<file path="src/rtl/tennis_core_param.sv">
// Two-player LED tennis core with on-chip ball-step timer, scoring, speed ramp
// and a single-player squash mode.
module tennis_core_param #(
  parameter int N_LEDS      = 16,
  parameter int SCORE_W     = 3,
  parameter int WIN_SCORE   = 3,
  parameter int EARLY_LIMIT = 3,
  parameter int SPEED_W     = 26,
  parameter int SPEED_INIT  = 40000000,
  parameter int SPEED_STEP  = 2000000,
  parameter int SPEED_MIN   = 4000000
) (
  input  logic               clock,
  input  logic               reset,
  input  logic [1:0]         hit,
  input  logic               squash,
  input  logic               start,
  output logic [N_LEDS-1:0]  leds,
  output logic [SCORE_W-1:0] score0,
  output logic [SCORE_W-1:0] score1,
  output logic [SPEED_W-1:0] ball_speed,
  output logic               server,
  output logic               winner,
  output logic               hit_ok,
  output logic [1:0]         early,
  output logic [1:0]         miss
);
  localparam int PW = $clog2(N_LEDS);
  localparam int EW = $clog2(EARLY_LIMIT + 1);
  localparam logic [PW-1:0]      LAST     = PW'(N_LEDS - 1);
  localparam logic [SPEED_W-1:0] SPD_INIT = SPEED_W'(SPEED_INIT);
  localparam logic [SPEED_W-1:0] SPD_STEP = SPEED_W'(SPEED_STEP);
  localparam logic [SPEED_W-1:0] SPD_MIN  = SPEED_W'(SPEED_MIN);
  localparam logic [SCORE_W-1:0] WIN      = SCORE_W'(WIN_SCORE);
  localparam logic [EW-1:0]      ELAST    = EW'(EARLY_LIMIT - 1);

  typedef enum logic [2:0] {IDLE, SERVE, RALLY, POINT, GAMEOVER} state_t;

  state_t               state, state_nx;
  logic [PW-1:0]        pos, pos_nx;
  logic                 dir, dir_nx;          // 1 = moving toward player 1
  logic                 sq_mode, sq_mode_nx;
  logic [1:0][EW-1:0]   ecnt, ecnt_nx;
  logic [SPEED_W-1:0]   timer, speed_nx;
  logic [SCORE_W-1:0]   score0_nx, score1_nx;
  logic                 server_nx, winner_nx, hit_ok_nx;
  logic [1:0]           early_nx, miss_nx;
  logic [N_LEDS-1:0]    leds_nx;
  logic                 step, rcv, at_end, lose;
  logic [SPEED_W:0]     spd_dec;

  // >= rather than == so a period shortened mid-count still terminates
  assign step    = timer >= (ball_speed - SPEED_W'(1));
  assign rcv     = dir;
  assign at_end  = pos == (dir ? LAST : '0);
  assign spd_dec = {1'b0, ball_speed} - {1'b0, SPD_STEP};

  always_comb begin
    leds_nx = '0;
    case (state)
      IDLE, SERVE: leds_nx[server ? N_LEDS-1 : 0] = 1'b1;
      GAMEOVER:    leds_nx = {N_LEDS{winner}};
      default:     leds_nx[pos] = 1'b1;
    endcase
  end

  always_comb begin
    state_nx   = state;
    pos_nx     = pos;
    dir_nx     = dir;
    sq_mode_nx = sq_mode;
    ecnt_nx    = ecnt;
    speed_nx   = ball_speed;
    score0_nx  = score0;
    score1_nx  = score1;
    server_nx  = server;
    winner_nx  = winner;
    hit_ok_nx  = 1'b0;
    early_nx   = 2'b00;
    miss_nx    = 2'b00;
    lose       = 1'b0;
    case (state)
      IDLE: if (start) begin
        state_nx   = SERVE;
        score0_nx  = '0;
        score1_nx  = '0;
        sq_mode_nx = squash;
        if (squash) server_nx = 1'b0;
      end
      SERVE: begin
        pos_nx = server ? LAST : '0;
        dir_nx = ~server;
        if (hit[server]) state_nx = RALLY;
      end
      RALLY: begin
        if (sq_mode && dir) begin
          // heading for the wall: it always returns, no speed change
          if (step) begin
            if (at_end) dir_nx = 1'b0;
            else        pos_nx = pos + PW'(1);
          end
        end else if (hit[rcv] && at_end) begin
          dir_nx    = ~dir;
          hit_ok_nx = 1'b1;
          ecnt_nx   = '0;
          speed_nx  = (spd_dec[SPEED_W] || spd_dec[SPEED_W-1:0] < SPD_MIN) ?
                      SPD_MIN : spd_dec[SPEED_W-1:0];
          if (sq_mode && !(&score0)) score0_nx = score0 + SCORE_W'(1);
        end else begin
          if (hit[rcv]) begin
            early_nx[rcv] = 1'b1;
            if (ecnt[rcv] == ELAST) lose = 1'b1;
            else                    ecnt_nx[rcv] = ecnt[rcv] + EW'(1);
          end
          if (!lose && step) begin
            if (at_end) begin
              miss_nx[rcv] = 1'b1;
              lose         = 1'b1;
            end else begin
              pos_nx = dir ? pos + PW'(1) : pos - PW'(1);
            end
          end
          if (lose) begin
            state_nx = POINT;
            if (sq_mode)  score0_nx = '0;
            else if (rcv) score0_nx = score0 + SCORE_W'(1);
            else          score1_nx = score1 + SCORE_W'(1);
          end
        end
      end
      POINT: begin
        speed_nx = SPD_INIT;
        ecnt_nx  = '0;
        state_nx = SERVE;
        if (sq_mode) begin
          server_nx = 1'b0;
        end else begin
          server_nx = ~server;
          if (score0 == WIN || score1 == WIN) begin
            state_nx  = GAMEOVER;
            winner_nx = (score1 == WIN);
          end
        end
      end
      GAMEOVER: if (start || (|hit)) begin
        state_nx   = SERVE;
        score0_nx  = '0;
        score1_nx  = '0;
        sq_mode_nx = squash;
        server_nx  = squash ? 1'b0 : ~winner;
      end
      default: state_nx = IDLE;
    endcase
  end

  always_ff @(posedge clock or posedge reset) begin
    if (reset) begin
      state      <= IDLE;
      pos        <= '0;
      dir        <= 1'b1;
      sq_mode    <= 1'b0;
      ecnt       <= '0;
      timer      <= '0;
      leds       <= N_LEDS'(1);
      score0     <= '0;
      score1     <= '0;
      ball_speed <= SPD_INIT;
      server     <= 1'b0;
      winner     <= 1'b0;
      hit_ok     <= 1'b0;
      early      <= 2'b00;
      miss       <= 2'b00;
    end else begin
      state      <= state_nx;
      pos        <= pos_nx;
      dir        <= dir_nx;
      sq_mode    <= sq_mode_nx;
      ecnt       <= ecnt_nx;
      timer      <= (state_nx != state || step) ? '0 : timer + SPEED_W'(1);
      leds       <= leds_nx;
      score0     <= score0_nx;
      score1     <= score1_nx;
      ball_speed <= speed_nx;
      server     <= server_nx;
      winner     <= winner_nx;
      hit_ok     <= hit_ok_nx;
      early      <= early_nx;
      miss       <= miss_nx;
    end
  end
endmodule

</file>
<file path="config.mk">
export PLATFORM = sky130hd
export DESIGN_NAME = tennis_core_param
export DESIGN_NICKNAME = d
export VERILOG_FILES = /design/src/rtl/tennis_core_param.sv
export SDC_FILE = /design/constraint.sdc
export NUM_CORES = 1
export LEC_CHECK = 0
export ABC_AREA = 1
export CORE_MARGIN = 8
export CORE_UTILIZATION = 58
export CTS_CLUSTER_DIAMETER = 60
export DETAILED_ROUTE_END_ITERATION = 16
export PLACE_DENSITY = 0.82
export SYNTH_ARGS = -nofsm -noshare
export SYNTH_HDL_FRONTEND = slang
export SYNTH_SLANG_ARGS = --single-unit
</file>
<file path="constraint.sdc">
create_clock -name clock -period 4.75 [get_ports clock]
set_clock_uncertainty 0.15 [all_clocks]
set_input_delay 0.95 -clock clock [delete_from_list [all_inputs] [get_ports clock]]
set_output_delay 0.95 -clock clock [all_outputs]
set_load 0.02 [all_outputs]
</file>
==> impl_summary.txt, run 1 <==
----------------------------------------------------
[Yosys]
  Synth Flop Type ... dfrtp_1
  Dominant cells by area after synthesis ... dfrtp_1 33%, nand2_1 12%, ha_1 7.0%, inv_1 6.2%, nor2_1 5.5%
  Register bit total from synthesis ... 87
  Yosys cell types ... 43
  Most area-hungry cell type in the Yosys netlist ... dfrtp_1
  Most used standard cells in the synthesized netlist ... 188 x nand2_1, 97 x inv_1, 87 x nor2_1
  Average instance area after synthesis ... 7.42 µm²
  Top-count cell post-synth ... nand2_1
  Synth Cell Area ... 5890 µm²
  Area share of the largest cell type after synthesis ... 32.7%
  Seq/Total Area, Yosys ... 37.2%
  Fraction of registers with async set/reset ... 100%
  Synth warn ... 0
  Number of flops mapped to enable cells by yosys ... 0
  Synth Instances ... 794

[Worst setup path]
  Worst R2R Setup Slack ... 780 ps
  Cell type of the slowest stage on the worst timing path ... dfrtp_1
  Cell type with the highest occurrence count on the critical path ... nor2_1
  Critical path data required time ... 4890 ps
  Class of the most critical setup path ... flip-flop to flip-flop
  Number of buffer and inverter stages on the critical path ... 1
  Critical path arrival ... 4110 ps
  Maximum fanout along the worst path ... 26
  Type of element capturing the critical path ... flip-flop
  Reg2Reg Launch Point ... ball_speed[13]$_DFFE_PP0P_
  Worst setup SP type ... flip-flop
  Depth of the worst register-to-register path ... 22
  Crit Reg-Reg Endpoint ... timer[3]$_DFF_PP0_
  Dominant delay contributor by cell family on the critical path ... simple AND/OR/NAND/NOR gates
  Slowest stage delay, CP ... 480 ps
  Cell Chain, Critical Path ... nor2_1 -> nand2_1 -> nor2_1 -> nand4_1 -> nor2_1 -> inv_1 -> nor3_1 -> nand2_1 -> xor2_1 -> ha_1 -> nand2_1 -> nor2_1 -> nand3_1 -> nor2_1 -> nand2_1 -> nand3_2 -> nand3_2 -> nand2_2 -> nand2_2 -> nand3_2 -> nand3_4 -> nor2_1

[Timing]
  Maximum achievable frequency ... 252 MHz
  Post-route setup slack ... 778 ps
  RSZ-0062 raised after global routing ... no
  Setup TNS Final ... 0 ps
  Final clock period utilization by the worst path ... 83.6%
  Worst max-slew margin expressed relative to the limit ... 39.5%
  Crit path time final ... 3970 ps
  Count of pins over their slew limit ... 0
  Hold Fails Final Rpt ... 0
  Total setup violations reported at the end of the flow ... 0
  Worst-margin pin slew ... 907 ps

[Placement]
  Placer congestion estimate ... 1.01
  HPWL after detailed placement ... 11.6 mm
  # port buffers ... 53
  Worst slack after detailed placement ... 837 ps

[Floorplan]
  Floorplan Core Area ... 9820 µm²
  Die X-Extent ... 117 µm
  Die height ... 117 µm
  Die outline area ... 13,600 µm²
  Num ports ... 61
  Effective utilization at floorplan ... 60.0%
  Count of standard-cell rows ... 36

[Global routing]
  Via count of the first global-routing pass ... 5,241
  Gr usage total ... 23.5%
  Maximum number of pins on one net before global-route repair ... 54
  Global-route congestion overflow total ... 0
  Antenna violations before repair ... 0
  First-pass GRT wire length ... 25.2 mm

[CTS]
  Number of levels the H-tree was split into ... 3
  Hold buffers post-CTS ... 0
  Longest Clk Path Bufs ... 2
  Root Buffer ... clkbuf_8
  Post-CTS Resized ... 0
  Clock-pin slew reported for the worst setup and hold paths after clock tree synthesis ... 100 ps
  Number of buffers added by the clock tree synthesis step ... 9
  Clock tree sinks ... 87
  Clock tree from TritonCTS ... yes
  Setup Buffers After CTS ... 0
  Worst-Skew Late Latency ... 380 ps

[Hold path]
  Min-delay worst type ... flip-flop to flip-flop
  Hold-critical path endpoint ... ecnt[0]$_DFFE_PP0P_
  Launch point of the worst hold path ... ecnt[0]$_DFFE_PP0P_
  Worst hold path stage count ... 1

[Pwr]
  Static leakage ... 3.25 nW
  Peak supply drop ... 0.000274 V
  Power density over the cells ... 427 nW/µm²

[Route]
  Ratio of routed vias to standard cells ... 5.48
  Detailed-route wire length per cell ... 15.4 µm
  Final antenna-violating net count ... 0
  Number of search-and-repair iterations in the first detailed-routing pass ... 6
  Number of DRC markers in iteration 0 ... 364
  Total Wirelength ... 15.2 mm
  DR vias ... 5,385
  DRC ... 0

[Finish]
  Number of nets at the end of the flow ... 883
  P&R area growth vs syn ... 13.3%
  Fraction of final layout cells sized beyond drive strength 1 ... 9.42%
  Number of antenna repair diodes ... 0

[Flow run]
  Max-capacitance violation count ... 0

[Outcome]
  Outcome ... completed

----------------------------------------------------
==> kinds of logic after synthesis <==
kind of cell / after synthesis / synth area share [%]
AND/OR/NAND/NOR: 422 / 32.8
buffers and inverters: 124 / 9.01
AO/OA/AOI/OAI: 93 / 8.86
flip-flops: 87 / 37.2
XOR/XNOR: 34 / 5.06
adder cells (fa/ha/maj): 33 / 7.01
other: 1 / 0.0637
==> routing by layer <==
metal | part of all wire (%) | wire length [µm] | GRT usage [%]
met5 | 0 | 0 | 0
met4 | 3.4 | 516 | 11.3
met3 | 4.4 | 665 | 3.28
met2 | 50 | 7580 | 41.1
met1 | 42 | 6410 | 27.8
==> power by group <==
part | switching, mW | total [mW] | internal (mW)
Sequential | 0.155 | 1.02 | 0.865
Combinational | 0.888 | 1.30 | 0.415
Clock | 0.300 | 0.528 | 0.228
==> worst max path at each step <==
stage	end	startpoint	slack, ps	cells after the start
2_1_floorplan	timer[11]$_DFF_PP0_	ball_speed[12]$_DFFE_PP1P_	1320	25
3_3_place_gp	timer[20]$_DFF_PP0_	ball_speed[13]$_DFFE_PP0P_	1090	22
3_5_place_dp	timer[3]$_DFF_PP0_	ball_speed[13]$_DFFE_PP0P_	840	23
4_1_cts	timer[3]$_DFF_PP0_	ball_speed[13]$_DFFE_PP0P_	800	23
5_1_grt	timer[0]$_DFF_PP0_	ball_speed[13]$_DFFE_PP0P_	350	23
6_report	timer[3]$_DFF_PP0_	ball_speed[13]$_DFFE_PP0P_	780	22
==> flip-flops by register name (all words and copies together), names as in the netlist <==
signal,flops
score1,3
dir,1
sq_mode,1
pos,4
early,2
miss,2
winner,1
ecnt,4
hit_ok,1
timer,26
score0,3
ball_speed,19
leds,16
state,3
server,1
==> cell type report <==
cell class | instances | area, µm²
Clock inverter | 5 | 45.0
Inverter | 103 | 388
Clock buffer | 11 | 151
Fill cell | 874 | 3150
Multi-Input combinational cell | 589 | 3190
Tap cell | 133 | 166
Sequential cell | 87 | 2190
Timing Repair Buffer | 54 | 538
==> metrics by stage <==
stage	utilization, %	cell area [µm²]	total power, mW	hold WS (ps)	instances
after floorplan	-	5910	1.97	292	800
after global routing	67.9	6670	3.07	366	982
after detailed placement	65.9	6470	2.32	340	966
after CTS	67.9	6670	2.86	353	982
after global placement	65.9	6470	2.29	318	966
final	67.9	6670	2.85	361	982
==> placed cells by master (no fill, tap or decap), drive strengths merged <==
cell             n
xor2            22
nor3            21
o211ai           1
dfrtp           77
nand2          197
nand3           71
clkinv           1
nor2           105
o221ai           1
o311ai           2
nand3b           3
nor4             4
a22oi            1
clkbuf          11
clkdlybuf4s50   53
a211oi           1
or2              3
nand4           16
clkinvlp         1
o31ai            4
conb             7
xnor2           12
a21o             2
dfstp           10
a32oi            1
buf              1
a21oi           30
inv            106
ha              33
and2             2
o22ai            2
o21ai           48
No activity file was read; power rests on OpenSTA's default activity.
==> run 2, diff against run 1 <==
--- a/config.mk
+++ b/config.mk
@@ -7,10 +7,10 @@
 export LEC_CHECK = 0
 export ABC_AREA = 1
 export CORE_MARGIN = 8
-export CORE_UTILIZATION = 58
+export CORE_UTILIZATION = 52
 export CTS_CLUSTER_DIAMETER = 60
 export DETAILED_ROUTE_END_ITERATION = 16
-export PLACE_DENSITY = 0.82
+export PLACE_DENSITY = 0.78
 export SYNTH_ARGS = -nofsm -noshare
 export SYNTH_HDL_FRONTEND = slang
 export SYNTH_SLANG_ARGS = --single-unit
==> constraint.sdc (replaced) <==
create_clock -name clock -period 3.3 [get_ports clock]
set_clock_uncertainty 0.15 [all_clocks]
set_input_delay 0.66 -clock clock [delete_from_list [all_inputs] [get_ports clock]]
set_output_delay 0.66 -clock clock [all_outputs]
set_load 0.02 [all_outputs]
==> run 2 against run 1 <==
Net effect: cell count increased by 6.5%; fmax up 13%; clock-buffer cell count decreased by 2; first-iteration DRC count decreased by 5.2%; sequential cell count is the same; global-route usage down 0.91 points; final area is 14% higher; hold slack worse by 22 ps; die area is 9.9% higher; the flow now finishes with violations (setup timing); combinational power is 96% higher.
==> impl_summary.txt, run 2 (synthesis gave the netlist of run 1 again) <==
----------------------------------------------------
[Worst setup path]
  Maximum fanout along the worst path ... 5 (-81%)
  Depth of the worst register-to-register path ... 27 (+23%)
  Critical path data required time ... 3430 ps (-1460 ps)
  Critical path arrival ... 3640 ps (-470 ps)
  Type of element capturing the critical path ... flip-flop
  Class of the most critical setup path ... flip-flop to flip-flop
  Worst setup SP type ... flip-flop

[Finish]
  FF+latch area ... 2190 µm² (about the same)
  Number of flip-flops under the largest register name ... 26 (unchanged)
  Top reg by flops ... timer
  Number of nets at the end of the flow ... 937 (+6.1%)
  FILL cells ... 932 (+6.6%)
  P&R area growth vs syn ... 29.3%
  Final non-filler cell total ... 1,046 (+6.5%)
  Registers with the most flip-flops ... timer x26, ball_speed x19, leds x16
  Area used by multi-input combinational logic ... 3520 µm² (+10%)
  Fraction of final layout cells sized beyond drive strength 1 ... 21.3% (+12 points)
  Commonest non-fill, non-tap cell in the layout ... nand2_1
  Number of antenna repair diodes ... 0 (unchanged)
  Final core utilization ... 67.9% (about the same)
  Commonest non-fill, non-tap cells in the layout ... 176 x nand2_1, 93 x inv_1, 76 x dfrtp_1

[Pwr]
  Peak supply drop ... 0.000429 V (+56%)
  Switching power share of the total ... 44.4% (-2.7 points)
  Static leakage ... 3.60 nW (+11%)
  Internal power summed over all cells ... 2.83 mW (+87%)
  Logic pwr share ... 50.2% (+4.5 points)
  Sequential Power Share ... 28.6% (-7.2 points)
  Total power draw ... 5.08 mW (+78%)
  Clk network pwr share ... 21.2% (+2.7 points)
  NetSw ... 2.26 mW (+68%)
  Power density over the cells ... 667 nW/µm² (+56%)

[Route]
  DR vias ... 5,750 (+6.8%)
  Detailed-route wire length per cell ... 15.7 µm (+1.9%)
  Number of DRC markers in iteration 0 ... 345 (-5.2%)
  Final antenna-violating net count ... 0 (unchanged)
  DRC ... 0 (unchanged)
  Ratio of routed vias to standard cells ... 5.50 (+0.24%)
  Total Wirelength ... 16.5 mm (+8.5%)
  Number of search-and-repair iterations in the first detailed-routing pass ... 5 (-1)

[CTS]
  Root Buffer ... clkbuf_16
  Clock tree from TritonCTS ... yes
  Number of levels the H-tree was split into ... 3 (unchanged)
  Clock-pin slew reported for the worst setup and hold paths after clock tree synthesis ... 70 ps (-30 ps)
  Clock tree sinks ... 87 (unchanged)
  Worst-Skew Late Latency ... 350 ps (-30 ps)
  Longest Clk Path Bufs ... 2 (unchanged)
  Number of buffers added by the clock tree synthesis step ... 9 (unchanged)
  Hold buffers post-CTS ... 0 (unchanged)

[Global routing]
  Antenna violations before repair ... 0 (unchanged)
  GRT Max-Usage Layer ... met2
  Fraction of met1 tracks used by global routing ... 28.6% (+0.81 points)
  First-pass GRT wire length ... 27.3 mm (+8.1%)
  Maximum number of pins on one net before global-route repair ... 62 (+15%)
  Gr usage total ... 22.6% (-0.91 points)
  Via count of the first global-routing pass ... 5,584 (+6.5%)
  Met2 Resource Use GR ... 37.8% (-3.3 points)
  Global-route congestion overflow total ... 0 (unchanged)
  Global-route met3 utilization ... 3.91% (+0.63 points)

[Timing]
  Count of pins over their slew limit ... 0 (unchanged)
  Total setup violations reported at the end of the flow ... 36 (+36)
  Hold Fails Final Rpt ... 0 (unchanged)
  Final clock period utilization by the worst path ... 106% (+23 points)
  Post-route setup slack ... -214 ps (-992 ps)
  Worst-margin pin slew ... 535 ps (-372 ps)
  Setup TNS Final ... -5740 ps (-5740 ps)
  RSZ-0062 raised after global routing ... yes
  Worst max-slew margin expressed relative to the limit ... 63.9% (+24 points)
  Crit path time final ... 3510 ps (-458 ps)
  Maximum achievable frequency ... 285 MHz (+13%)

[Placement]
  Number of placed cells counting well taps ... 1,020 (+5.6%)
  # port buffers ... 53 (unchanged)
  HPWL after detailed placement ... 11.8 mm (+2.0%)
  Placer congestion estimate ... 0.948 (-5.7%)

[Outcome]
  Violations in the final reports ... setup timing
  Outcome ... complete, but fails checks

[Floorplan]
  Floorplan Core Area ... 11,200 µm² (+14%)
  Die outline area ... 15,000 µm² (+9.9%)
  Effective utilization at floorplan ... 52.5% (-7.5 points)
  Die height ... 122 µm (+4.8%)
  Num ports ... 61 (unchanged)
  Die X-Extent ... 122 µm (+4.8%)
  Count of standard-cell rows ... 39 (+8.3%)

[Hold path]
  Worst hold path stage count ... 1 (unchanged)
  Min-delay worst type ... flip-flop to flip-flop

[Flow run]
  Max-capacitance violation count ... 0 (unchanged)

----------------------------------------------------
run 2: changes by cell type in the layout (fill, tap and decap cells not counted), sizes merged:
cell / delta
clkinv: +2
clkbuf: -2
bufinv: +1
inv: -1
buf: +54
run 2: metal layers:
layer	share of wire [%]	routed length (µm)
met5	0	0
met4	2.8	454
met3	6.2	1030
met2	49	8090
met1	42	6890
run 2: what timing repair did:
action / 4_1_cts / 5_1_grt
setup endpoints to repair: 39 / 40
gates resized for setup: 42 / 43
cloned: 1 / 0
setup buffers: 8 / 3
pin swaps: 17 / 7
run 2: layout make-up:
class	instances	area share (%)
Clock buffer	9	2.96
Clock inverter	7	1.17
Multi-Input combinational cell	589	46.2
Sequential cell	87	28.8
Inverter	103	5.09
Timing Repair Buffer	108	13.5
Tap cell	143	2.35
run 2: through the flow:
| stage | hold slack (ps) | instance area (µm²) | setup WS, ps |
|---|---|---|---|
| finish | 339 | 7620 | -214 |
| global route | 398 | 7620 | -454 |
| CTS | 342 | 7430 | -89.0 |
| detailed placement | 333 | 6880 | -339 |
| global placement | 328 | 6880 | -339 |
| floorplan | 292 | 5930 | 2.51 |
run 2: critical path, stage by stage (launching register included):
cell	delay, ps
dfrtp_2	420
nor2_2	120
nand2_1	100
nor2_2	130
nand4_1	140
nor2_2	130
inv_2	60
buf_4	140
nor2_2	80
nor2_1	50
nor2_1	180
ha_1	280
nand2_2	90
inv_1	40
nand2_1	70
nand2_1	70
nand2_1	60
nand2_1	60
nor2_1	110
nand3_2	110
nand3_2	80
nand2_2	70
nand2_2	80
nand2_2	60
nand2_2	90
nand3_4	180
buf_12	210
nor2_4	80
run 2: final timing paths:
path                                                 start                         end  slack, ps
worst max-delay path            ball_speed[13]$_DFFE_PP0P_         timer[20]$_DFF_PP0_       -210
worst min-delay path                   ecnt[0]$_DFFE_PP0P_         ecnt[0]$_DFFE_PP0P_        340
worst max register to register  ball_speed[13]$_DFFE_PP0P_         timer[20]$_DFF_PP0_       -210
worst min register to register         ecnt[0]$_DFFE_PP0P_         ecnt[0]$_DFFE_PP0P_        340
max in group asynchronous                            reset  ball_speed[21]$_DFFE_PP1P_       1780
min in group asynchronous                            reset           leds[5]$_DFF_PP0_        490
run 2: power by group through the flow:
stage	Sequential, mW	Clock, mW	Combinational, mW
after floorplan	1.49	0	1.36
after global placement	1.45	0	2.12
after detailed placement	1.45	0	2.15
after CTS	1.44	1.09	2.34
after global routing	1.47	1.14	2.80
final	1.45	1.08	2.55
==> run 3, diff against run 2 <==
--- a/config.mk
+++ b/config.mk
@@ -7,10 +7,10 @@
 export LEC_CHECK = 0
 export ABC_AREA = 1
 export CORE_MARGIN = 8
-export CORE_UTILIZATION = 52
+export CORE_UTILIZATION = 25
 export CTS_CLUSTER_DIAMETER = 60
 export DETAILED_ROUTE_END_ITERATION = 16
-export PLACE_DENSITY = 0.78
+export PLACE_DENSITY = 0.44
 export SYNTH_ARGS = -nofsm -noshare
 export SYNTH_HDL_FRONTEND = slang
 export SYNTH_SLANG_ARGS = --single-unit
==> run 3 against run 2 <==
Net effect: the run still ends with setup timing left; setup slack gained 170 ps; fmax grew 5.0%; sequential power is essentially flat; utilization shrank 35 points.
==> impl_summary.txt, run 3 (synthesis gave the netlist of run 1 again) <==
----------------------------------------------------
[Worst setup path]
  Slowest stage delay, CP ... 410 ps (about the same)
  Maximum fanout along the worst path ... 21 (+16)
  Type of element capturing the critical path ... flip-flop
  Class of the most critical setup path ... flip-flop to flip-flop
  Worst setup SP type ... flip-flop
  Critical path arrival ... 3420 ps (-220 ps)
  Cell type with the highest occurrence count on the critical path ... nand2_2
  Critical path data required time ... 3380 ps (-50 ps)
  Cell type of the slowest stage on the worst timing path ... dfrtp_1

[Floorplan]
  Floorplan Core Area ... 23,300 µm² (+110%)
  Count of standard-cell rows ... 56 (+44%)
  Die X-Extent ... 170 µm (+38%)
  Die height ... 170 µm (+38%)
  Num ports ... 61 (unchanged)
  Die outline area ... 28,700 µm² (+92%)
  Effective utilization at floorplan ... 25.2% (-27 points)

[Timing]
  Maximum achievable frequency ... 299 MHz (+5.0%)
  Worst-margin pin slew ... 527 ps (-8.61 ps)
  Crit path time final ... 3350 ps (-168 ps)
  Count of pins over their slew limit ... 0 (unchanged)
  Total setup violations reported at the end of the flow ... 21 (-42%)
  Post-route setup slack ... -46.0 ps (+168 ps)
  Post-route worst hold slack ... 346 ps (+6.39 ps)
  RSZ-0062 raised after global routing ... yes
  Final clock period utilization by the worst path ... 101% (-5.1 points)
  Worst max-slew margin expressed relative to the limit ... 64.5% (+0.58 points)
  Hold Fails Final Rpt ... 0 (unchanged)
  Setup TNS Final ... -681 ps (+5060 ps)

[Outcome]
  Violations in the final reports ... setup timing
  Outcome ... complete, but fails checks

[Global routing]
  Antenna violations before repair ... 0 (unchanged)
  Gr usage total ... 12.9% (-9.6 points)
  Via count of the first global-routing pass ... 5,671 (+1.6%)
  Maximum number of pins on one net before global-route repair ... 37 (-40%)
  Global-route congestion overflow total ... 0 (unchanged)
  First-pass GRT wire length ... 29.8 mm (+9.0%)

[Finish]
  Fraction of final layout cells sized beyond drive strength 1 ... 20.8% (-0.45 points)
  Number of nets at the end of the flow ... 947 (+1.1%)
  Final non-filler cell total ... 1,232 (+18%)
  Top reg by flops ... timer
  Commonest non-fill, non-tap cell in the layout ... nand2_1
  Summed area of non-filler cells in the final layout ... 7770 µm² (+1.9%)
  Commonest non-fill, non-tap cells in the layout ... 176 x nand2_1, 94 x inv_1, 75 x dfrtp_1
  Registers with the most flip-flops ... timer x26, ball_speed x19, leds x16
  Number of antenna repair diodes ... 0 (unchanged)
  Number of flip-flops under the largest register name ... 26 (unchanged)
  P&R area growth vs syn ... 31.8%

[Placement]
  Placed cell areas ... 7190 µm² (+4.6%)
  # port buffers ... 53 (unchanged)
  HPWL after detailed placement ... 13.6 mm (+15%)
  Number of placed cells counting well taps ... 1,212 (+19%)
  Placer congestion estimate ... 0.890 (-6.1%)

[Route]
  Total Wirelength ... 17.9 mm (+8.7%)
  Ratio of routed vias to standard cells ... 4.41 (-20%)
  DR vias ... 5,431 (-5.5%)
  Number of DRC markers in iteration 0 ... 361 (+4.6%)
  Final antenna-violating net count ... 0 (unchanged)
  Number of search-and-repair iterations in the first detailed-routing pass ... 4 (-1)
  DRC ... 0 (unchanged)
  Detailed-route wire length per cell ... 14.5 µm (-7.7%)

[Pwr]
  Power density over the cells ... 620 nW/µm² (-7.1%)
  Static leakage ... 3.66 nW (+1.7%)
  Total power draw ... 4.81 mW (-5.3%)
  Peak supply drop ... 0.000350 V (-18%)

[CTS]
  Root Buffer ... clkbuf_16
  Clock-pin slew reported for the worst setup and hold paths after clock tree synthesis ... 80 ps (about the same)
  Number of buffers added by the clock tree synthesis step ... 9 (unchanged)
  Clock tree from TritonCTS ... yes
  Number of levels the H-tree was split into ... 3 (unchanged)
  Longest Clk Path Bufs ... 2 (unchanged)
  Worst-Skew Late Latency ... 350 ps (about the same)
  Clock tree sinks ... 87 (unchanged)

[Flow run]
  Max-capacitance violation count ... 0 (unchanged)

[Hold path]
  Min-delay worst type ... flip-flop to flip-flop

----------------------------------------------------
run 3: cell count changes in the layout (fill, tap and decap cells not counted), moves of 3 or more:
cell | before | now
nor2_1 | 61 | 70
inv_8 | 0 | 3
nor2_4 | 21 | 9
nand2_2 | 21 | 17
nor2_2 | 23 | 26
nand2_4 | 0 | 4
buf_4 | 46 | 58
run 3: worst paths after layout:
path | start | to | slack, ps | cells past startpoint
hold reg to reg | ecnt[0]$_DFFE_PP0P_ | ecnt[0]$_DFFE_PP0P_ | 350 | 1
min in group asynchronous | reset | timer[2]$_DFF_PP0_ | 540 | 2
hold / removal | ecnt[0]$_DFFE_PP0P_ | ecnt[0]$_DFFE_PP0P_ | 350 | 1
setup reg to reg | ball_speed[8]$_DFFE_PP0P_ | timer[15]$_DFF_PP0_ | -50 | 25
setup / recovery | ball_speed[8]$_DFFE_PP0P_ | timer[15]$_DFF_PP0_ | -50 | 25
max in group asynchronous | reset | leds[0]$_DFF_PP1_ | 1770 | 3
run 3: report_power, final:
group | switching [mW] | internal, mW | total (mW)
Clock | 0.529 | 0.545 | 1.07
Sequential | 0.194 | 1.25 | 1.44
Combinational | 1.46 | 0.841 | 2.30
run 3: timing repair:
| item | 4_1_cts | 5_1_grt |
|---|---|---|
| hold buffers | 0 | 0 |
| endpoints found under the setup margin | 38 | 39 |
| cloned | 0 | 0 |
| setup buffers | 3 | 1 |
| resized for setup | 23 | 42 |
| pin swaps | 3 | 8 |
run 3: final cells by class:
type	instances	area, µm²
fillers	2549	15600
clock inverters	7	83.8
clock buffers	9	225
repair buffers	118	1060
inverters	103	389
multi-input cells	589	3410
flip-flops and latches	87	2190
well taps	319	399
run 3: metrics by stage:
stage                     setup slack, ps  utilization [%]
after floorplan                      2.51                -
after global placement               -215             30.8
after detailed placement             -206             30.8
after CTS                           -66.9             32.6
after global routing                 -343             33.3
final                               -46.0             33.3
run 3: worst max-delay path: cells and delay by family (launching register included):
kind | cells | cell delay [ps]
xor gates and xnor gates | 1 | 140
adders and majority gates | 1 | 300
buffers and inverters | 3 | 400
DFF | 1 | 410
and+or+nand+nor | 20 | 1810
run 3: layer usage:
metal	part of all wire, %	up-vias	GRT usage [%]
met5	0	-	0
met4	1.4	0	3.69
met3	4.2	16	2.68
met1	46	2540	16.1
li1	-	2775	-
met2	48	100	22.2
